$ cat config.mk
export PLATFORM = sky130hd
export DESIGN_NAME = branch_predictor
export DESIGN_NICKNAME = d
export VERILOG_FILES = /design/src/rtl/branch_predictor.sv
export SDC_FILE = /design/constraint.sdc
export NUM_CORES = 2
export LEC_CHECK = 0
export ABC_CLOCK_PERIOD_IN_PS = 6700
export BUFFER_PORTS_ARGS = -buffer_cell sky130_fd_sc_hd__buf_2
export CORE_UTILIZATION = 57
export CTS_CLUSTER_SIZE = 20
export DETAILED_ROUTE_END_ITERATION = 7
export GPL_ROUTABILITY_DRIVEN = 0
export PLACE_DENSITY = 0.86
export SETUP_SLACK_MARGIN = 0.02
export SLEW_MARGIN = 10
export SYNTH_ARGS = -nofsm -noshare
export SYNTH_HDL_FRONTEND = slang
export SYNTH_SLANG_ARGS = --single-unit
$ cat constraint.sdc
create_clock -name clk -period 6.7 [get_ports clk]
set_input_delay 0 -clock clk [delete_from_list [all_inputs] [get_ports clk]]
set_output_delay 0 -clock clk [all_outputs]
set_load 0.1 [all_outputs]
$ cat src/rtl/branch_predictor.sv
// ---------------------------------------------------------------------------
// branch_predictor
//   Fetch-side next-PC predictor. A direct-mapped BTB with a 2-bit saturating
//   counter per entry is looked up combinationally with the fetch PC and
//   trained by every instruction resolving in execute. A registered redirect
//   is raised one cycle after execute finds that the carried prediction
//   differs from the resolved next PC.
//
// Ports
//   clk, rst          clock, synchronous active-high reset
//   if_valid, if_pc   fetch lookup request
//   pred_taken,
//   pred_pc           combinational prediction for if_pc
//   ex_valid, ex_pc,
//   ex_is_branch,
//   ex_taken,
//   ex_target,
//   ex_pred_pc        resolved instruction from execute (training input)
//   redirect_valid,
//   redirect_pc       registered mispredict flush request and correct PC
// ---------------------------------------------------------------------------
module branch_predictor #(
   parameter int ENTRIES = 64,
   parameter int PC_W    = 32
) (
   input  logic            clk,
   input  logic            rst,
   input  logic            if_valid,
   input  logic [PC_W-1:0] if_pc,
   output logic            pred_taken,
   output logic [PC_W-1:0] pred_pc,
   input  logic            ex_valid,
   input  logic [PC_W-1:0] ex_pc,
   input  logic            ex_is_branch,
   input  logic            ex_taken,
   input  logic [PC_W-1:0] ex_target,
   input  logic [PC_W-1:0] ex_pred_pc,
   output logic            redirect_valid,
   output logic [PC_W-1:0] redirect_pc
);

   localparam int IDX_W = $clog2(ENTRIES);
   localparam int TAG_W = PC_W - IDX_W - 2;
   localparam logic [PC_W-1:0] PC_STEP = PC_W'(4);

   // Table storage. Only valid and ctr need a reset value; tag and target
   // are don't-care while valid is low.
   logic             valid_q  [ENTRIES];
   logic [1:0]       ctr_q    [ENTRIES];
   logic [TAG_W-1:0] tag_q    [ENTRIES];
   logic [PC_W-1:0]  target_q [ENTRIES];

   logic            redirect_valid_q;
   logic [PC_W-1:0] redirect_pc_q;

   // Fetch lookup
   logic [IDX_W-1:0] if_idx;
   logic [TAG_W-1:0] if_tag;
   logic             if_hit;

   assign if_idx = if_pc[IDX_W+1:2];
   assign if_tag = if_pc[PC_W-1:IDX_W+2];
   assign if_hit = valid_q[if_idx] && (tag_q[if_idx] == if_tag);

   assign pred_taken = if_valid && if_hit && ctr_q[if_idx][1];
   assign pred_pc    = pred_taken ? target_q[if_idx] : (if_pc + PC_STEP);

   // Execute resolution and training decode
   logic [IDX_W-1:0] ex_idx;
   logic [TAG_W-1:0] ex_tag;
   logic             ex_hit;
   logic [PC_W-1:0]  ex_act_pc;
   logic             mispredict;

   logic             upd_en;
   logic             tgt_en;
   logic             valid_d;
   logic [1:0]       ctr_d;

   assign ex_idx     = ex_pc[IDX_W+1:2];
   assign ex_tag     = ex_pc[PC_W-1:IDX_W+2];
   assign ex_hit     = valid_q[ex_idx] && (tag_q[ex_idx] == ex_tag);
   assign ex_act_pc  = (ex_is_branch && ex_taken) ? ex_target : (ex_pc + PC_STEP);
   assign mispredict = ex_valid && (ex_pred_pc != ex_act_pc);

   always_comb begin
      upd_en  = 1'b0;
      tgt_en  = 1'b0;
      valid_d = valid_q[ex_idx];
      ctr_d   = ctr_q[ex_idx];
      if (ex_valid) begin
         if (ex_is_branch) begin
            if (ex_hit) begin
               upd_en  = 1'b1;
               valid_d = 1'b1;
               if (ex_taken) begin
                  tgt_en = 1'b1;
                  if (ctr_q[ex_idx] != 2'b11) ctr_d = ctr_q[ex_idx] + 2'd1;
               end else begin
                  if (ctr_q[ex_idx] != 2'b00) ctr_d = ctr_q[ex_idx] - 2'd1;
               end
            end else if (ex_taken) begin
               // Allocation overwrites whatever lived at this index.
               upd_en  = 1'b1;
               tgt_en  = 1'b1;
               valid_d = 1'b1;
               ctr_d   = 2'b10;
            end
         end else if (ex_hit) begin
            // A non-branch matched an entry: the entry is stale, drop it.
            upd_en  = 1'b1;
            valid_d = 1'b0;
         end
      end
   end

   always_ff @(posedge clk) begin
      if (rst) begin
         for (int i = 0; i < ENTRIES; i++) begin
            valid_q[i] <= 1'b0;
            ctr_q[i]   <= 2'b01;
         end
         redirect_valid_q <= 1'b0;
         redirect_pc_q    <= '0;
      end else begin
         if (upd_en) begin
            valid_q[ex_idx] <= valid_d;
            ctr_q[ex_idx]   <= ctr_d;
         end
         redirect_valid_q <= mispredict;
         if (mispredict) redirect_pc_q <= ex_act_pc;
      end
   end

   always_ff @(posedge clk) begin
      if (!rst && tgt_en) begin
         tag_q[ex_idx]    <= ex_tag;
         target_q[ex_idx] <= ex_target;
      end
   end

   assign redirect_valid = redirect_valid_q;
   assign redirect_pc    = redirect_pc_q;

endmodule

==> impl_metrics.ini, run 1 <==
[run_status]
outcome = stopped before the end
stop_stage = global routing (5_1_grt)
error_line = [ERROR GRT-0232] Routing congestion too high. Check the congestion heatmap in the GUI.

[synthesis]
synth_simple_gate_area_frac = 0.02906
synth_fa_ha_area_frac = 0.0002148
netlist_area_sq_um = 163100
ys_seq_elements = 3809
synth_ff_type = edfxtp_1
synth_edf_count = 3776
ys_seq_area_frac = 0.6994
syn_inst = 8136
async_flop_share = 0
synth_compound_area_frac = 0.04567
yosys_warnings = 0
synth_xor_area_frac = 0.006982
synthesis.nets = 8272
ys_types = 83
synth.area.mux_share = 0.1987
avgSynthCellArea_sq_um = 20.04
synth_top_family_by_area = multiplexers

[global_route]
antenna_found_initial = 99
grtUsageTotal = 0.4817
grt-ovfl-total = 2
grt_max_degree = 114

[clock_tree]
cts.sinks = 3809
ctsHoldBuffers = 72
cts-htree-levels = 5
clockBufferDepth = 4
post_cts_buffers = 0
cts_resized = 0
clock-root-buffer = clkbuf_16
cts_buffers = 368

[die]
ios = 200
rows = 196
start_util = 0.5728
die_x_microns = 536.9
fp.dieH_microns = 536.9

[sta]
worst_endpoint = redirect_pc[22]$_SDFFE_PP0P_/D
endpoint_type = register data pin

[placed_design]
dp_hpwl_microns = 338800
dp_slack_ps = 708.7
portBuffers = 199
==> metrics by stage <==
step / hold WS [ps] / std cells / area [sq um]
floorplan: 98.87 / 8136 / 163100
global placement: 280.6 / 11840 / 170400
detailed placement: 279.6 / 11840 / 170400
CTS: 19.50 / 12580 / 182800
==> layer usage <==
layer / overflow / global-route usage
met1: 0 / 0.4930
met2: 2 / 0.6421
met5: 0 / 0.1359
met4: 0 / 0.4510
met3: 0 / 0.3213
==> kinds of logic after synthesis <==
logic type / Yosys count
compound gates: 972
buf+inv: 680
mux: 1673
simple gates: 869
flops: 3809
fa+ha+maj: 3
xor+xnor: 130
==> cell usage after synthesis (all sizes together), types with 82 or more instances <==
cell    instances  area share
mux4         1237        0.17
xnor2          86      0.0046
o21ai         111      0.0034
nand3         109      0.0033
mux2i         289       0.018
buf           354       0.012
nand4         102      0.0039
a22oi         218       0.010
clkbuf        315      0.0073
a221oi        150      0.0082
nand2         158      0.0036
nor2          146      0.0034
a22o           82      0.0044
nor4          147      0.0057
edfxtp       3776        0.70
mux2          147       0.010
==> inputs of run 2 (changes only) <==
==> config.mk (replaced) <==
export PLATFORM = sky130hd
export DESIGN_NAME = branch_predictor
export DESIGN_NICKNAME = d
export VERILOG_FILES = /design/src/rtl/branch_predictor.sv
export SDC_FILE = /design/constraint.sdc
export NUM_CORES = 2
export LEC_CHECK = 0
export ABC_CLOCK_PERIOD_IN_PS = 8700
export BUFFER_PORTS_ARGS = -buffer_cell sky130_fd_sc_hd__buf_2
export CORE_UTILIZATION = 40
export DETAILED_ROUTE_END_ITERATION = 7
export GPL_ROUTABILITY_DRIVEN = 0
export PLACE_DENSITY_LB_ADDON = 0.15
export SLEW_MARGIN = 10
export SYNTH_ARGS = -nofsm -noshare
export SYNTH_HDL_FRONTEND = slang
export SYNTH_SLANG_ARGS = --single-unit
==> constraint.sdc (replaced) <==
create_clock -name clk -period 8.7 [get_ports clk]
set_input_delay 0 -clock clk [delete_from_list [all_inputs] [get_ports clk]]
set_output_delay 0 -clock clk [all_outputs]
set_load 0.1 [all_outputs]
==> run 2 against run 1 <==
Net effect:
- the flow now finishes, with violations (design-rule violations)
- synthesized cell count unchanged
- area after synthesis unchanged
==> impl_metrics.ini, run 2 <==
[die]
rows = 234
fp.dieH_microns = 640.5
die-area_sq_um = 410200
core_area_sq_um = 406100
start_util = 0.4016
ios = 200
die_x_microns = 640.5

[setup_path]
cp_max_fo = 23
worst_path_most_repeated_cell = buf_4
startpoint_type = input pin
cp.required_ps = 9590
slowest_delay_ps = 980
end_kind = flop
crit_path_cell_trace = dlygate4sd3_1, buf_2, buf_4, and3_2, buf_4, nand3_1, xor2_1, o21ai_1, xnor2_1, nand4_1, nor4_4, buf_4, nand4_1, o21ai_4, dlygate4sd3_1, buf_4, mux2i_1, nor2_1, dlygate4sd3_1
crit_arrival_ps = 8230
cp_slowest_cell = o21ai_1
crit_type = in2reg

[clock_tree]
post_cts_buffers = 0
cts_resized = 0
ctsHoldBuffers = 79
cts.sinks = 3809
clkSlewWorstSetupHoldPaths_ps = 60
cts-htree-levels = 5
clk_latency_ps = 1030
cts_buffers = 410
cts_tree = done
clockBufferDepth = 4
clock-root-buffer = clkbuf_16

[power]
vdd_drop_max_v = 0.0001749
power_density_nw_per_um2 = 219.2
p_leak_nw = 57.64

[finish]
design_area_sq_um = 185800
final_nets = 8672
reg_top3 = target_q x2048, tag_q x1536, ctr_q x128
largest_reg_flops = 2048
finish.utilization = 0.4575
syn2layout_area_growth_pct = 13.94
mostFrequentLayoutCells = 3776 x edfxtp_1, 1237 x mux4_2, 416 x clkbuf_16, 342 x buf_4, 287 x mux2i_1
drive_gt1_frac = 0.3055
regMostFlops = target_q
layout_commonest_cell = edfxtp_1
finalNonFillerCells = 14320
fillers = 34180

[routing]
vias = 97120
drt_first_pass_iters = 8
drt_iter0_markers = 15550
wl_per_cell_microns = 44.30
wirelength_microns = 634200
antenna_left = 0
via_per_inst = 6.784
drc = 20

[sta]
slew_viol_final = 0
hold_ws_ps = 113.3
tightestPinTransition_ps = 1356
rsz0062_at_grt = false
clock.fmax_mhz = 136.3
setup_tns_ps = 0
setup_viol = 0
finalHoldViolations = 0
skew_ps = 108.2
relSlewSlack = 0.09375
fin_crit_ps = 7339
fin_crit_sh = 0.8435

[synthesis]
synth_edf_count = 3776
avgSynthCellArea_sq_um = 20.04
synth_top_family_by_area = multiplexers
synth.top_cell.area_share = 0.6953
syn_inst = 8136
yosysMostFrequentCell = edfxtp_1
netlist_area_sq_um = 163100
synth_fa_ha_area_frac = 0.0002148
yosys_warnings = 0
ys_seq_elements = 3809
synthesis.nets = 8272
synth_area_leaders = edfxtp_1 70%, mux4_2 17%, mux2i_1 1.8%, a22oi_1 1.0%, mux2_2 0.79%
synth_largest_area_cell = edfxtp_1
synth.area.mux_share = 0.1987
synth_ff_type = edfxtp_1
async_flop_share = 0
ys_seq_area_frac = 0.6994
synth_xor_area_frac = 0.006982
ys_top_cells_by_count = 3776 x edfxtp_1, 1237 x mux4_2, 315 x clkbuf_1
ys_types = 83
synth_compound_area_frac = 0.04567
synth_simple_gate_area_frac = 0.02906

[run_status]
violations = design-rule violations
outcome = finished, violations left

[global_route]
grt_pass1_wl_microns = 844900
grtUsageTotal = 0.3038
grt-ovfl-total = 0
grt_pass1_vias = 94630
antenna_found_initial = 46
grt_max_degree = 132

[placed_design]
dp_cells = 13470
portBuffers = 199
place_area_sq_um = 171800
dp_hpwl_microns = 358600

[worst_hold_path]
hold_class = in2reg

[flow_run]
maxCapViolations = 0
==> run 2: cell counts after synthesis <==
No cell type changed its count.
==> run 2: worst max-delay path: cells and delay by family <==
family	cells	cell delay (ps)
buffers and inverters	8	3520
and+or+nand+nor	6	2760
xor gates and xnor gates	2	440
muxes	1	240
AOI/OAI and AO/OA	2	1180
==> run 2: power by group <==
part	internal [mW]	total [mW]	switching, mW
clock network	9.93	17.4	7.42
logic	1.05	3.12	2.07
registers	20.2	20.3	0.0348
total	31.2	40.7	9.53
==> run 2: cells by family (layout without fill, tap and decap cells) <==
| family | Yosys count | count (layout) |
|---|---|---|
| flip-flops | 3809 | 3809 |
| multiplexers | 1673 | 1673 |
| other | 0 | 14 |
| buffers and inverters | 680 | 1418 |
| XOR/XNOR | 130 | 130 |
| AND/OR/NAND/NOR | 869 | 869 |
| AO/OA/AOI/OAI | 972 | 972 |
| adder cells (fa/ha/maj) | 3 | 3 |
==> run 2: layer usage <==
layer | global-route usage | vias up | share of wire
li1 | - | 35960 | -
met1 | 0.3979 | 52670 | 0.37
met2 | 0.4709 | 6886 | 0.46
met3 | 0.06930 | 1570 | 0.11
met4 | 0.1677 | 30 | 0.066
met5 | 0 | - | 0.00031
==> run 2: worst paths after layout <==
check | start | end | slack [ps] | cells past startpoint
setup / recovery | ex_pc[7] | redirect_pc[22]$_SDFFE_PP0P_ | 1360 | 19
hold / removal | ex_taken | redirect_pc[2]$_SDFFE_PP0P_ | 110 | 4
setup reg to reg | tag_q[60][17]$_DFFE_PP_ | valid_q[51]$_SDFFCE_PN0P_ | 2230 | 12
hold reg to reg | redirect_pc[15]$_SDFFE_PP0P_ | redirect_pc[15]$_SDFFE_PP0P_ | 480 | 2
==> run 2: layout make-up <==
cell class,instances,area (sq um),share of cell area
diodes,14,35.03,0.0001886
clock buffers,517,10840,0.05834
clock inverters,233,2291,0.01233
inverters,11,48.80,0.0002626
multi-input cells,3647,46530,0.2504
flip-flops and latches,3809,114000,0.6138
well taps,5428,6792,0.03655
repair buffers,657,5215,0.02807
==> run 2: per-stage QoR <==
stage / total power [mW] / setup slack (ps)
5_1_grt: 41.59 / 1704
3_3_place_gp: 23.64 / 1861
6_report: 40.73 / 1361
2_1_floorplan: 22.35 / 1220
3_5_place_dp: 23.67 / 1783
4_1_cts: 40.86 / 1859
Note: power is estimated with default switching activity, not from simulation.
